===== src/rtl/car_lane_pkg.sv =====
// Shared types and defaults for the Frogger traffic lane.
package car_lane_pkg;

  typedef enum logic {
    RUN   = 1'b0,
    CRASH = 1'b1
  } lane_state_t;

  localparam logic [15:0] DEFAULT_PATTERN = 16'hCCCC;

endpackage


===== src/rtl/lane_tick_gen.sv =====
// Free-running prescaler for one lane; tick fires when the low (TICK_W-speed) bits are all ones.
module lane_tick_gen #(
  parameter int TICK_W = 10
) (
  input  logic       clk,
  input  logic       reset,
  input  logic       en,
  input  logic [1:0] speed,
  output logic       tick,
  output logic       cnt_msb
);

  logic [TICK_W-1:0] cnt;
  logic [TICK_W-1:0] mask;

  // speed shortens the period by dropping high bits from the compare
  assign mask    = {TICK_W{1'b1}} >> speed;
  assign tick    = en && ((cnt & mask) == mask);
  assign cnt_msb = cnt[TICK_W-1];

  always_ff @(posedge clk) begin
    if (!reset) begin
      cnt <= '0;
    end else if (en) begin
      cnt <= cnt + 1'b1;
    end
  end

endmodule


===== src/rtl/car_lane.sv =====
// One scrolling traffic lane with frog collision detection and a latched crash state.
// Optional build macro CAR_LANE_BLINK_EN makes the lane flash while crashed.
//
// state | meaning
// RUN   | lane scrolls on each prescaler tick, frog collisions are checked
// CRASH | image frozen at the crash instant; left only through reset
module car_lane
  import car_lane_pkg::*;
#(
  parameter int               WIDTH   = 16,
  parameter int               TICK_W  = 10,
  parameter logic [WIDTH-1:0] PATTERN = WIDTH'(DEFAULT_PATTERN)
) (
  input  logic                     clk,
  input  logic                     reset,
  input  logic                     pause,
  input  logic                     dir,
  input  logic [1:0]               speed,
  input  logic                     frog_here,
  input  logic [$clog2(WIDTH)-1:0] frog_col,
  output logic [WIDTH-1:0]         pixels,
  output logic                     step,
  output logic                     crashed
);

  lane_state_t      state;
  logic [WIDTH-1:0] image;
  logic             run_en;
  logic             tick_en;
  logic             tick;
  logic             hit;
  logic             cnt_msb;

  assign run_en = (state == RUN) && !pause;

`ifdef CAR_LANE_BLINK_EN
  assign tick_en = run_en || (state == CRASH);
`else
  assign tick_en = run_en;
`endif

  lane_tick_gen #(
    .TICK_W(TICK_W)
  ) u_tick_gen (
    .clk     (clk),
    .reset   (reset),
    .en      (tick_en),
    .speed   (speed),
    .tick    (tick),
    .cnt_msb (cnt_msb)
  );

  // out-of-range columns are off the road and never collide
  assign hit = run_en && frog_here && (int'(frog_col) < WIDTH) && image[frog_col];

  always_ff @(posedge clk) begin
    if (!reset) begin
      state   <= RUN;
      image   <= PATTERN;
      step    <= 1'b0;
      crashed <= 1'b0;
    end else begin
      step <= 1'b0;
      case (state)
        RUN: begin
          if (hit) begin
            state   <= CRASH;
            crashed <= 1'b1;
          end else if (tick && run_en) begin
            image <= dir ? {image[WIDTH-2:0], image[WIDTH-1]}
                         : {image[0], image[WIDTH-1:1]};
            step  <= 1'b1;
          end
        end
        CRASH: begin
          crashed <= 1'b1;
        end
        default: begin
          state <= RUN;
        end
      endcase
    end
  end

`ifdef CAR_LANE_BLINK_EN
  assign pixels = ((state == CRASH) && cnt_msb) ? {WIDTH{1'b1}} : image;
`else
  logic unused_cnt_msb;
  assign unused_cnt_msb = cnt_msb;
  assign pixels         = image;
`endif

endmodule


===== config.mk =====
export PLATFORM = sky130hd
export DESIGN_NAME = car_lane
export DESIGN_NICKNAME = d
export VERILOG_FILES = /design/src/rtl/car_lane_pkg.sv /design/src/rtl/lane_tick_gen.sv /design/src/rtl/car_lane.sv
export SDC_FILE = /design/constraint.sdc
export NUM_CORES = 1
export LEC_CHECK = 0
export BUFFER_PORTS_ARGS = -buffer_cell sky130_fd_sc_hd__buf_2
export CORE_MARGIN = 5
export CORE_UTILIZATION = 30
export CTS_CLUSTER_SIZE = 8
export DETAILED_ROUTE_END_ITERATION = 10
export PLACE_DENSITY_LB_ADDON = 0.12
export SETUP_SLACK_MARGIN = 0.05
export SYNTH_ARGS = -nofsm -noshare
export SYNTH_HDL_FRONTEND = slang
export SYNTH_SLANG_ARGS = --single-unit

===== constraint.sdc =====
create_clock -name clk -period 3.05 [get_ports clk]
set_input_delay 0 -clock clk [delete_from_list [all_inputs] [get_ports clk]]
set_output_delay 0 -clock clk [all_outputs]
set_load 0.01 [all_outputs]

# Yosys cells after proc, flatten, opt, wreduce, memory -nomap -nowiden
# Cells that the tools add are included.
# op_classes
add_sub_neg	1
n_mux	8
n_lt_le_gt_ge	1
reduce_logical	8
shifts	1
n_bitwise	4
n_eq_ne	2
# ops
operator	count
16-bit 2-to-1 mux	1
10-bit by 1-bit adder with 10-bit output (second input constant)	1
10-bit AND	1
10-bit equality test	1
10-bit by 2-bit >> shifter with 10-bit output (first input constant)	1
1-bit logical AND	5
4-bit by 5-bit < comparator with 1-bit output (second input constant)	1
1-bit 2-to-1 mux	5
1-bit binary-select mux with 4-bit select	1
1-bit NOT	3
3-bit AND reduction	1
3-bit OR reduction	1
2-bit != test (second input constant)	1
1-bit one-hot mux with 2 select lines	1
1-bit zero test	1
# totals
ff_bits	29
in_bits	11

# Logic depth before layout (Yosys ltp)
# Gate-level depths: netlist of run 1.
# depth
word_depth	6
depth_mapped	8
ltp_nobuf	5

# Modules after synthesis
# A second synthesis of run 1 with hierarchy kept.
# hier_totals
hier_cells	168
area_unflattened_um2	1609.0
# modules_own_cells
module	area_per_inst_um2	cells_per_inst	seq_area_each_um2	n_inst
car_lane	1136.1	115	380.4	1
lane_tick_gen	473.0	53	200.2	1

# Least setup slack after synthesis of run 1
# No wires, ideal clock.
# synth_path
kind	register -> register
start	register image[5], in the netlist pixels[5]
end	register image[10], in the netlist pixels[10]
period_less_slack_ns	2.108
t_required_ns	2.929
path_stages_with_launch	7
arrival_ns	1.987
n_path_buf	2
setup_slack_ns	0.942
path_cell_list	dfxtp_1 mux4_2 o2111a_1 or3b_1 buf_6 buf_6 mux2_4
# synth_via
elab_chain_len	5
# synth_lines
element	line	text
from (decl)	car_lane.sv:27	logic [WIDTH-1:0] image;
from (signal assigned)	car_lane.sv:70	image <= dir ? {image[WIDTH-2:0], image[WIDTH-1]}
1-bit binary-select mux with 4-bit select	car_lane.sv:54	assign hit = run_en && frog_here && (int'(frog_col) < WIDTH) && image[frog_col];
1-bit 2-to-1 mux (not written as such)	car_lane.sv:54	
1-bit logical AND	car_lane.sv:54	
1-bit NOT (no source line)	n/a	
3-bit AND reduction (no source line)	n/a	
# Every way passes these cells. The select of a mux whose other input is x is not followed.
# A chain may end at the register's enable or synchronous reset.

# Worst setup path in the final report of run 1
# layout_path
start	register state
end	register image[3], in the netlist pixels[3]
# layout_via
elab_chain_len	6
word_cells_on_any_way	8
# layout_lines
element	line	text
from (decl)	car_lane.sv:26	lane_state_t state;
from (signal assigned)	car_lane.sv:58	state <= RUN;
from (signal assigned)	car_lane.sv:67	state <= CRASH;
from (signal assigned)	car_lane.sv:79	state <= RUN;
1-bit NOT (no source line) (*)	n/a	
1-bit logical AND	car_lane.sv:34	assign run_en = (state == RUN) && !pause;
1-bit logical AND (2 in a row)	car_lane.sv:54	
1-bit NOT (no source line)	n/a	
3-bit AND reduction (no source line) (*)	n/a	
# Mark *: on every way between the ends. The rest lies on a longest branch, timed or not.

==> results of run 1 <==
-- cell usage after synthesis (all sizes together) --
library cell  count
dfxtp            29
nand2            27
mux2i            20
mux2             16
and2              8
nand2b            8
xnor2             7
clkbuf            6
nand4             4
buf               3
nand3             3
nand3b            3
a21boi            2
and3              2
and4              2
mux4              2
nor2              2
o21ai             2
a21oi             1
a31oi             1
ha                1
nor2b             1
nor3              1
nor3b             1
nor4b             1
o2111a            1
o211a             1
o21a              1
o41a              1
or3               1
or3b              1
xor2              1
-- cells in the final DEF (no fill, tap or decap), drive strengths merged, types with 3 or more instances in the layout --
master   n
nand3    3
and2     8
nand2   27
nand3b   3
mux2    16
dfxtp   29
nand4    4
mux2i   20
nand2b   8
xnor2    7
clkbuf   7
buf     28
-- final timing paths --
path                            cells past startpoint                end  slack [ns]    start
worst max-delay path                                5          pixels[3]        0.62    state
worst min-delay path                                4  u_tick_gen.cnt[1]        0.11    pause
worst max register to register                      5          pixels[3]        0.62    state
worst min register to register                      1            crashed        0.51  crashed
-- power by group through the flow --
stage	sequential, W	combinational, W	clock, W
floorplan	0.000397	0.0000445	0
global placement	0.000397	0.0000602	0
detailed placement	0.000398	0.0000616	0
CTS	0.000389	0.0000621	0.000326
global route	0.000389	0.0000696	0.000348
finish	0.000389	0.0000615	0.000313
-- final cells by class --
cell class	instances	area share, %
flip-flops and latches	29	31.7
repair buffers	28	7.65
well taps	70	4.78
multi-input cells	122	51.2
clock buffers	7	4.71
-- critical path: stages, from the launching register on --
cell	delay, ns
dfxtp_1	0.34
nor2_2	0.20
and3_1	0.26
nor4b_1	0.31
or3b_1	0.75
mux2_1	0.45
-- metrics by stage --
step	power, W	cell area, um^2	hold slack, ns
after floorplan	0.000441	1580	0.181
after global placement	0.000457	1750	0.376
after detailed placement	0.000459	1750	0.402
after CTS	0.000778	1830	0.108
after global routing	0.000807	1830	0.136
final	0.000763	1830	0.115
-- cells by family (layout without fill, tap and decap cells) --
kind of cell	Yosys count	after routing	share of synthesized area [%]
and+or+nand+nor	65	65	22.0
muxes	38	38	27.5
DFF	29	29	36.9
AOI/OAI and AO/OA	10	10	4.84
buffers and inverters	9	35	3.57
xor gates and xnor gates	8	8	4.45
adders and majority gates	1	1	0.794
-- flip-flops by register name (all words and copies together) (netlist names) --
| signal | cells |
|---|---|
| crashed | 1 |
| pixels | 16 |
| state | 1 |
| step | 1 |
| u_tick_gen.cnt | 10 |
-- metal layers --
| metal | vias to the layer above | wire length (um) | global-route usage, % |
|---|---|---|---|
| li1 | 612 | - | - |
| met1 | 590 | 1540 | 14.3 |
| met2 | 21 | 1740 | 19.8 |
| met3 | 6 | 154 | 4.12 |
| met4 | 0 | 50 | 3.99 |
| met5 | - | 0 | 0 |
==> flow_metrics.py, run 1 <==
metrics = {
    "run_status": {
        "status": "finished, final reports clean",
    },
    "detailed_routing": {
        "first_pass_iters": 4,
        "route.detailed.drc": 0,
        "drt-initial-drc-count": 55,
        "routed_wl_um": 3480,
        "ant_nets": 0,
        "wire_per_inst_um": 13.6,
        "via_per_inst": 4.80,
        "via_count": 1229,
    },
    "die": {
        "fp.dieH_um": 82.5,
        "die-width_um": 82.5,
        "start_util_pct": 30.8,
        "die-area_um2": 6800,
        "core_area_um2": 5110,
        "rows": 26,
        "io_pins": 29,
    },
    "timing": {
        "rsz0062_at_grt": "false",
        "clock_skew_ns": 0.00548,
        "setup_ws_ns": 0.620,
        "tightest_slew_ns": 0.841,
        "slew_headroom_pct": 43.9,
        "slew_violations": 0,
        "setup-violations-final": 0,
        "hold_violations": 0,
        "fin_tns_setup_ns": 0,
        "finalCritPeriodShare_pct": 79.7,
        "max_freq_mhz": 411,
        "period_needed_ns": 2.43,
    },
    "logic_synthesis": {
        "yosysUniqueCellTypes": 35,
        "yosysSeqAreaShare_pct": 36.9,
        "ys_seq_elements": 29,
        "synth_top_area_share_pct": 36.9,
        "netlist_instances": 160,
        "synth_area_um2": 1580,
        "syn-num-nets": 172,
        "syn_area_per_cell_um2": 9.85,
        "yosys.area.top_type": "dfxtp_1",
        "synth_warnings": 0,
        "synth_area_leaders": "dfxtp_1 37%, mux2i_1 13%, nand2_1 6.4%",
    },
    "clock_tree": {
        "htree_levels": 2,
        "cts_tree": "done",
        "cts_resized": 0,
        "cts_made_buffers": 5,
        "path_clk_slew_ns": 0.06,
        "cts_root_buf": "clkbuf_8",
        "clock_path_buffers": 2,
        "post_cts_buffers": 0,
        "clock_latency_ns": 0.28,
        "cts_hold_buf": 0,
        "cts.sinks": 29,
    },
    "power_and_ir_drop": {
        "internal_power_w": 0.000592,
        "p_per_area_nw_per_um2": 416,
        "p_sw_w": 0.000171,
        "p_leak_nw": 0.784,
        "clkPwrFrac_pct": 41.0,
        "seqPwrFrac_pct": 51.0,
        "swShare_pct": 22.5,
        "combPwrFrac_pct": 8.1,
        "peakVddDrop_mv": 0.162,
    },
    "placed_design": {
        "hpwl_um": 2540,
        "portBuffers": 28,
        "gp_congestion": 0.678,
        "placedCellCount": 249,
        "dpl_worst_slack_ns": 0.567,
    },
    "hold_path": {
        "min_path_type": "in -> reg",
    },
    "worst_setup_path": {
        "arrival_ns": 2.59,
        "cp-end-kind": "register",
        "path_class": "reg -> reg",
        "cp-start-kind": "register",
        "crit_required_ns": 3.21,
        "critical_path.max_fanout": 16,
    },
    "finish": {
        "area_growth_pct": 16.4,
        "seq_area_um2": 581,
        "fin_cells": 256,
        "antenna_cells": 0,
        "final_util_pct": 35.9,
        "nets": 198,
        "multi_input_area_um2": 938,
        "num-fill-cells": 536,
        "drive_gt1_share_pct": 25.3,
    },
    "grt": {
        "grt.overflow.total": 0,
        "grt_first_pass_wirelength_um": 6130,
        "antenna_found_initial": 0,
        "grt_max_degree": 46,
        "grt_usage_pct": 11.9,
        "grt_pass1_vias": 1289,
    },
    "job": {
        "maxCapViolCount": 0,
    },
}
No activity file was read; power rests on OpenSTA's default activity.
==> run 2: changes to the inputs <==
Settings changed: ABC_AREA from default to 1.
Clock period 3.05 ns to 2.45 ns, I/O delays scaled along.
==> run 2 against run 1 <==
First-iteration DRC count increased by 31%; clock skew decreased by 0.0010 ns; hold slack got worse by 0.056 ns; non-clock buffer count unchanged; core utilization about the same; die area decreased by 1.2%; global-route usage increased by 0.85 points; critical path type unchanged; largest power group unchanged; highest routed layer unchanged.
==> flow_metrics.py, run 2 <==
metrics = {
    "run_status": {
        "status": "finished, final reports clean",
    },
    "die": {
        "start_util_pct": 30.6,
        "die-width_um": 82.0,
        "io_pins": 29,
        "fp.dieH_um": 82.0,
        "core_area_um2": 5070,
        "rows": 26,
        "die-area_um2": 6720,
    },
    "timing": {
        "slew_violations": 0,
        "hold_violations": 0,
        "fin_tns_setup_ns": 0,
        "period_needed_ns": 1.73,
        "setup-violations-final": 0,
        "rsz0062_at_grt": "false",
        "finalCritPeriodShare_pct": 70.8,
        "clock_skew_ns": 0.00448,
        "max_freq_mhz": 577,
        "tightest_slew_ns": 0.457,
        "slew_headroom_pct": 69.5,
    },
    "finish": {
        "area_growth_pct": 17.2,
        "nets": 278,
        "largest_register_ffs": 16,
        "antenna_cells": 0,
        "layout_commonest_cell": "nand2_1",
        "final_cell_mix": "63 x nand2_1, 30 x nor2_1, 29 x inv_1, 29 x dfxtp_1, 28 x buf_2",
        "drive_gt1_share_pct": 16.9,
        "num-fill-cells": 598,
    },
    "clock_tree": {
        "cts_resized": 0,
        "htree_levels": 2,
        "clock_latency_ns": 0.27,
        "cts.sinks": 29,
        "cts_made_buffers": 5,
        "path_clk_slew_ns": 0.06,
        "cts_tree": "done",
        "post_cts_buffers": 0,
        "clock_path_buffers": 2,
        "cts_hold_buf": 0,
        "cts_root_buf": "clkbuf_8",
    },
    "power_and_ir_drop": {
        "total_power_w": 0.000959,
        "internal_power_w": 0.000728,
        "p_leak_nw": 0.920,
        "seqPwrFrac_pct": 50.5,
        "clkPwrFrac_pct": 41.1,
        "peakVddDrop_mv": 0.243,
        "swShare_pct": 24.1,
        "combPwrFrac_pct": 8.5,
        "p_sw_w": 0.000231,
        "p_per_area_nw_per_um2": 527,
    },
    "detailed_routing": {
        "ant_nets": 0,
        "first_pass_iters": 4,
        "drt-initial-drc-count": 72,
        "highest_layer": "met4",
        "via_count": 1475,
        "wl_met1_um": 1930,
        "via_per_inst": 4.39,
        "route.detailed.drc": 0,
        "wl_met2_um": 1680,
        "wl_met3_um": 148,
        "routed_wl_um": 3820,
        "wire_per_inst_um": 11.4,
    },
    "logic_synthesis": {
        "async_reset_ff_share_pct": 0,
        "synth_top_area_share_pct": 37.4,
        "synth_ff_type": "dfxtp_1",
        "synth_warnings": 0,
        "netlist_instances": 239,
        "yosys.area.top_type": "dfxtp_1",
        "ys_seq_elements": 29,
        "synth_area_leaders": "dfxtp_1 37%, nand2_1 15%, nand3_1 7.7%",
        "synth-edff-count": 0,
        "synth_area_um2": 1550,
        "yosysSeqAreaShare_pct": 37.4,
        "syn-num-nets": 251,
        "yosysMostFrequentCell": "nand2_1",
        "yosysUniqueCellTypes": 22,
        "syn_area_per_cell_um2": 6.50,
        "synth_common_cells": "63 x nand2_1, 30 x nor2_1, 29 x dfxtp_1, 29 x inv_1, 24 x nand3_1",
    },
    "worst_setup_path": {
        "critical_path.max_fanout": 25,
        "cp-end-kind": "register",
        "cp_slowest_stage_delay_ns": 0.35,
        "cp-start-kind": "register",
        "crit_required_ns": 2.66,
        "reg2reg_from": "u_tick_gen.cnt[0]",
        "path_class": "reg -> reg",
        "crit_chain": "ha_1 > nand3_2 > nor2_4 > nand2_2 > nor2_4 > nand3_4 > nand2_1 > nand2_1 > nor2_1",
        "r2r_end": "pixels[13]",
        "r2r_cells": 9,
        "reg2reg_slack_ns": 0.72,
        "arrival_ns": 1.94,
        "critPathSlowestCell": "dfxtp_1",
        "cp_top_family": "simple AND/OR/NAND/NOR gates",
        "crit_buf_inv": 0,
    },
    "placed_design": {
        "gp_congestion": 0.827,
        "portBuffers": 28,
        "hpwl_um": 2850,
    },
    "job": {
        "maxCapViolCount": 0,
    },
    "grt": {
        "grt_pass1_vias": 1410,
        "grt_first_pass_wirelength_um": 6560,
        "grt.overflow.total": 0,
        "grt_usage_pct": 12.8,
        "grt_max_degree": 33,
        "antenna_found_initial": 0,
    },
    "hold_path": {
        "holdPathStages": 4,
        "hp-start": "pause",
        "min_path_type": "in -> reg",
        "whs_endpoint": "u_tick_gen.cnt[0]",
    },
}
==> run 2: cell count changes after synthesis, sizes merged, moves of 16 or more <==
cell   before  now
nand2      27   68
inv         0   30
nor2        2   33
mux2i      20    0
nand3       3   26
mux2       16    0
o21ai       2   22
==> run 2: worst register-to-register path: stages, from the launching register on <==
cell and delay, ns:
dfxtp_1 0.35, ha_1 0.20, nand3_2 0.11, nor2_4 0.12
nand2_2 0.08, nor2_4 0.21, nand3_4 0.30, nand2_1 0.14
nand2_1 0.05, nor2_1 0.10
==> run 2: logic make-up (layout without fill, tap and decap cells) <==
group	after synthesis	count (layout)	share of synthesized area, %
flip-flops	29	29	37.4
AND/OR/NAND/NOR	140	140	41.5
buffers and inverters	39	66	10.7
AO/OA/AOI/OAI	30	30	9.66
adder cells (fa/ha/maj)	1	1	0.805
==> run 2: worst max path at each step <==
stage | startpoint | endpoint | cells after the start
final | u_tick_gen.cnt[0] | pixels[13] | 9
after floorplan | u_tick_gen.cnt[0] | pixels[12] | 9
after global placement | u_tick_gen.cnt[0] | pixels[4] | 8
after global routing | u_tick_gen.cnt[0] | pixels[13] | 9
after CTS | u_tick_gen.cnt[0] | pixels[4] | 9
after detailed placement | u_tick_gen.cnt[0] | pixels[4] | 9
==> run 2: layout make-up <==
type / count / area (um^2) / share of cell area [%]
sequential: 29 / 581 / 31.9
multi-input combinational: 171 / 807 / 44.3
inverter: 31 / 119 / 6.53
timing repair buffer: 28 / 140 / 7.70
clock buffer: 7 / 86.3 / 4.74
tap: 70 / 87.6 / 4.81
==> run 2: routing by layer <==
metal | global-route usage (%) | up-vias
li1 | - | 815
met1 | 16.2 | 628
met2 | 20.3 | 24
met3 | 3.40 | 8
met4 | 5.48 | 0
met5 | 0 | -
==> run 2: power by group through the flow <==
stage | logic (W) | clock network (W) | registers [W]
after detailed placement | 0.0000825 | 0 | 0.000494
after global placement | 0.0000837 | 0 | 0.000494
after floorplan | 0.0000577 | 0 | 0.000494
after CTS | 0.0000828 | 0.000413 | 0.000484
final | 0.0000811 | 0.000394 | 0.000484
after global routing | 0.0000933 | 0.000437 | 0.000484
==> run 2: through the flow <==
step	worst slack [ns]	cell area (um^2)	cells	hold slack, ns	utilization, %
2_1_floorplan	0.954	1550	239	0.138	-
3_3_place_gp	0.755	1730	329	0.349	34.2
3_5_place_dp	0.735	1730	329	0.345	34.2
4_1_cts	0.711	1820	336	0.0515	35.9
5_1_grt	0.496	1820	336	0.0638	35.9
6_report	0.717	1820	336	0.0589	35.9
==> run 3: changes to the inputs <==
Clock period 2.45 ns to 1.55 ns, I/O delays scaled along.
==> run 3 against run 2 <==
Wire length increased by 9.7%; sequential share of layout area decreased by 3.4 points; setup slack lost 0.63 ns; highest routed layer unchanged; clock skew up 0.0010 ns; largest power group unchanged; fmax grew 18%; combinational power is 85% higher; critical path type unchanged; final area up 13%.
==> flow_metrics.py, run 3 (synthesis results as in run 2) <==
metrics = {
    "worst_setup_path": {
        "r2r_cells": 10,
        "arrival_ns": 1.68,
        "cp_top_family": "simple AND/OR/NAND/NOR gates",
        "critical_path.max_fanout": 25,
        "path_common_cell": "nor2_4",
        "cp-start-kind": "register",
        "critPathSlowestCell": "dfxtp_2",
        "crit_required_ns": 1.77,
        "cp-end-kind": "register",
        "path_class": "reg -> reg",
        "crit_buf_inv": 1,
        "cp_slowest_stage_delay_ns": 0.34,
        "crit_chain": "nor2_4 > nand3_4 > nor2_4 > nand2_2 > nor2_4 > nand3_4 > buf_12 > nand2_1 > nand2_1 > nor2_1",
        "reg2reg_from": "state",
        "r2r_end": "pixels[13]",
        "reg2reg_slack_ns": 0.09,
    },
    "detailed_routing": {
        "via_per_inst": 4.47,
        "ant_nets": 0,
        "route.detailed.drc": 0,
        "wire_per_inst_um": 11.6,
        "first_pass_iters": 4,
        "drt-initial-drc-count": 77,
        "via_count": 1617,
        "routed_wl_um": 4190,
    },
    "die": {
        "rows": 26,
        "die-area_um2": 6720,
        "die-width_um": 82.0,
        "core_area_um2": 5070,
        "io_pins": 29,
        "start_util_pct": 30.6,
        "fp.dieH_um": 82.0,
    },
    "power_and_ir_drop": {
        "peakVddDrop_mv": 0.286,
        "p_per_area_nw_per_um2": 755,
        "total_power_w": 0.00156,
        "p_leak_nw": 1.05,
    },
    "clock_tree": {
        "path_clk_slew_ns": 0.06,
        "clock_latency_ns": 0.28,
        "cts_hold_buf": 0,
        "cts_made_buffers": 5,
        "cts_tree": "done",
        "htree_levels": 2,
        "cts_root_buf": "clkbuf_8",
        "clock_path_buffers": 2,
        "cts.sinks": 29,
    },
    "placed_design": {
        "portBuffers": 28,
        "hpwl_um": 3090,
        "gp_congestion": 0.805,
    },
    "finish": {
        "drive_gt1_share_pct": 26.4,
        "layout_commonest_cell": "nand2_1",
        "num-fill-cells": 569,
        "final_cell_mix": "63 x nand2_1, 29 x inv_1, 29 x nor2_1, 28 x buf_2, 26 x dfxtp_1",
        "seq_area_um2": 587,
        "area_growth_pct": 32.7,
        "antenna_cells": 0,
        "largest_register_ffs": 16,
        "nets": 304,
        "multi_input_area_um2": 835,
    },
    "timing": {
        "clock_skew_ns": 0.00550,
        "max_freq_mhz": 683,
        "setup-violations-final": 0,
        "rsz0062_at_grt": "true",
        "tightest_slew_ns": 0.483,
        "finalCritPeriodShare_pct": 94.5,
        "hold_violations": 0,
        "slew_violations": 0,
        "fin_tns_setup_ns": 0,
        "period_needed_ns": 1.46,
        "slew_headroom_pct": 67.8,
    },
    "hold_path": {
        "whs_endpoint": "pixels[7]",
        "hp-start": "reset",
        "min_path_type": "in -> reg",
        "holdPathStages": 2,
    },
    "grt": {
        "grt.overflow.total": 0,
        "grt_usage_pct": 13.6,
        "antenna_found_initial": 0,
        "grt_first_pass_wirelength_um": 6950,
        "grt_pass1_vias": 1428,
        "grt_max_degree": 33,
    },
    "run_status": {
        "status": "finished, final reports clean",
    },
    "job": {
        "maxCapViolCount": 0,
    },
}
[run 3: cell count changes in the layout (fill, tap and decap cells not counted), sizes merged]
cell  change
buf      +26
[run 3: final cells by class]
| cell class | count | area share (%) |
|---|---|---|
| Tap cell | 70 | 4.25 |
| Timing Repair Buffer | 54 | 16.9 |
| Sequential cell | 29 | 28.5 |
| Multi-Input combinational cell | 171 | 40.5 |
| Clock buffer | 7 | 4.19 |
| Inverter | 31 | 5.76 |
[run 3: timing repair]
item	4_1_cts	5_1_grt
pin swaps	0	3
resized for setup	2	7
buffers inserted	0	1
endpoints found under the setup margin	1	19
[run 3: how the worst max path moves through the flow]
| stage | slack [ns] | cells after the start | startpoint | end |
|---|---|---|---|---|
| after global routing | -0.07 | 10 | state | pixels[8] |
| final | 0.09 | 10 | state | pixels[13] |
| after floorplan | 0.05 | 9 | u_tick_gen.cnt[0] | pixels[12] |
| after CTS | 0.06 | 10 | u_tick_gen.cnt[0] | pixels[13] |
| after detailed placement | 0.06 | 10 | u_tick_gen.cnt[1] | pixels[13] |
| after global placement | 0.06 | 9 | u_tick_gen.cnt[1] | pixels[8] |
[run 3: worst reg2reg max path: stages, from the launching register on]
cell     delay, ns
dfxtp_2       0.34
nor2_4        0.16
nand3_4       0.10
nor2_4        0.12
nand2_2       0.08
nor2_4        0.15
nand3_4       0.09
buf_12        0.16
nand2_1       0.07
nand2_1       0.05
nor2_1        0.08
[run 3: layer usage]
layer / share of wire, % / track usage (%) / up-vias
met3: 4.6 / 3.40 / 7
li1: - / - / 869
met5: 0 / 0 / -
met1: 51 / 18.7 / 709
met4: 2.3 / 6.15 / 0
met2: 42 / 19.7 / 32
[run 3: per-stage QoR]
stage,util [%],hold WS (ns),worst slack (ns),std cells,area (um^2)
after floorplan,-,0.138,0.0543,239,1550
after global placement,38.1,0.331,0.0584,354,1930
after detailed placement,38.1,0.328,0.0572,354,1930
after CTS,39.9,0.0318,0.0639,361,2020
after global routing,40.6,0.0545,-0.0687,362,2060
final,40.6,0.0463,0.0858,362,2060
[run 3: power breakdown]
part / leakage (nW) / switching (W) / internal (W)
sequential: 0.236 / 0.0000108 / 0.000758
combinational: 0.767 / 0.0000939 / 0.0000557
clock: 0.0443 / 0.000287 / 0.000352
total: 1.05 / 0.000391 / 0.00116
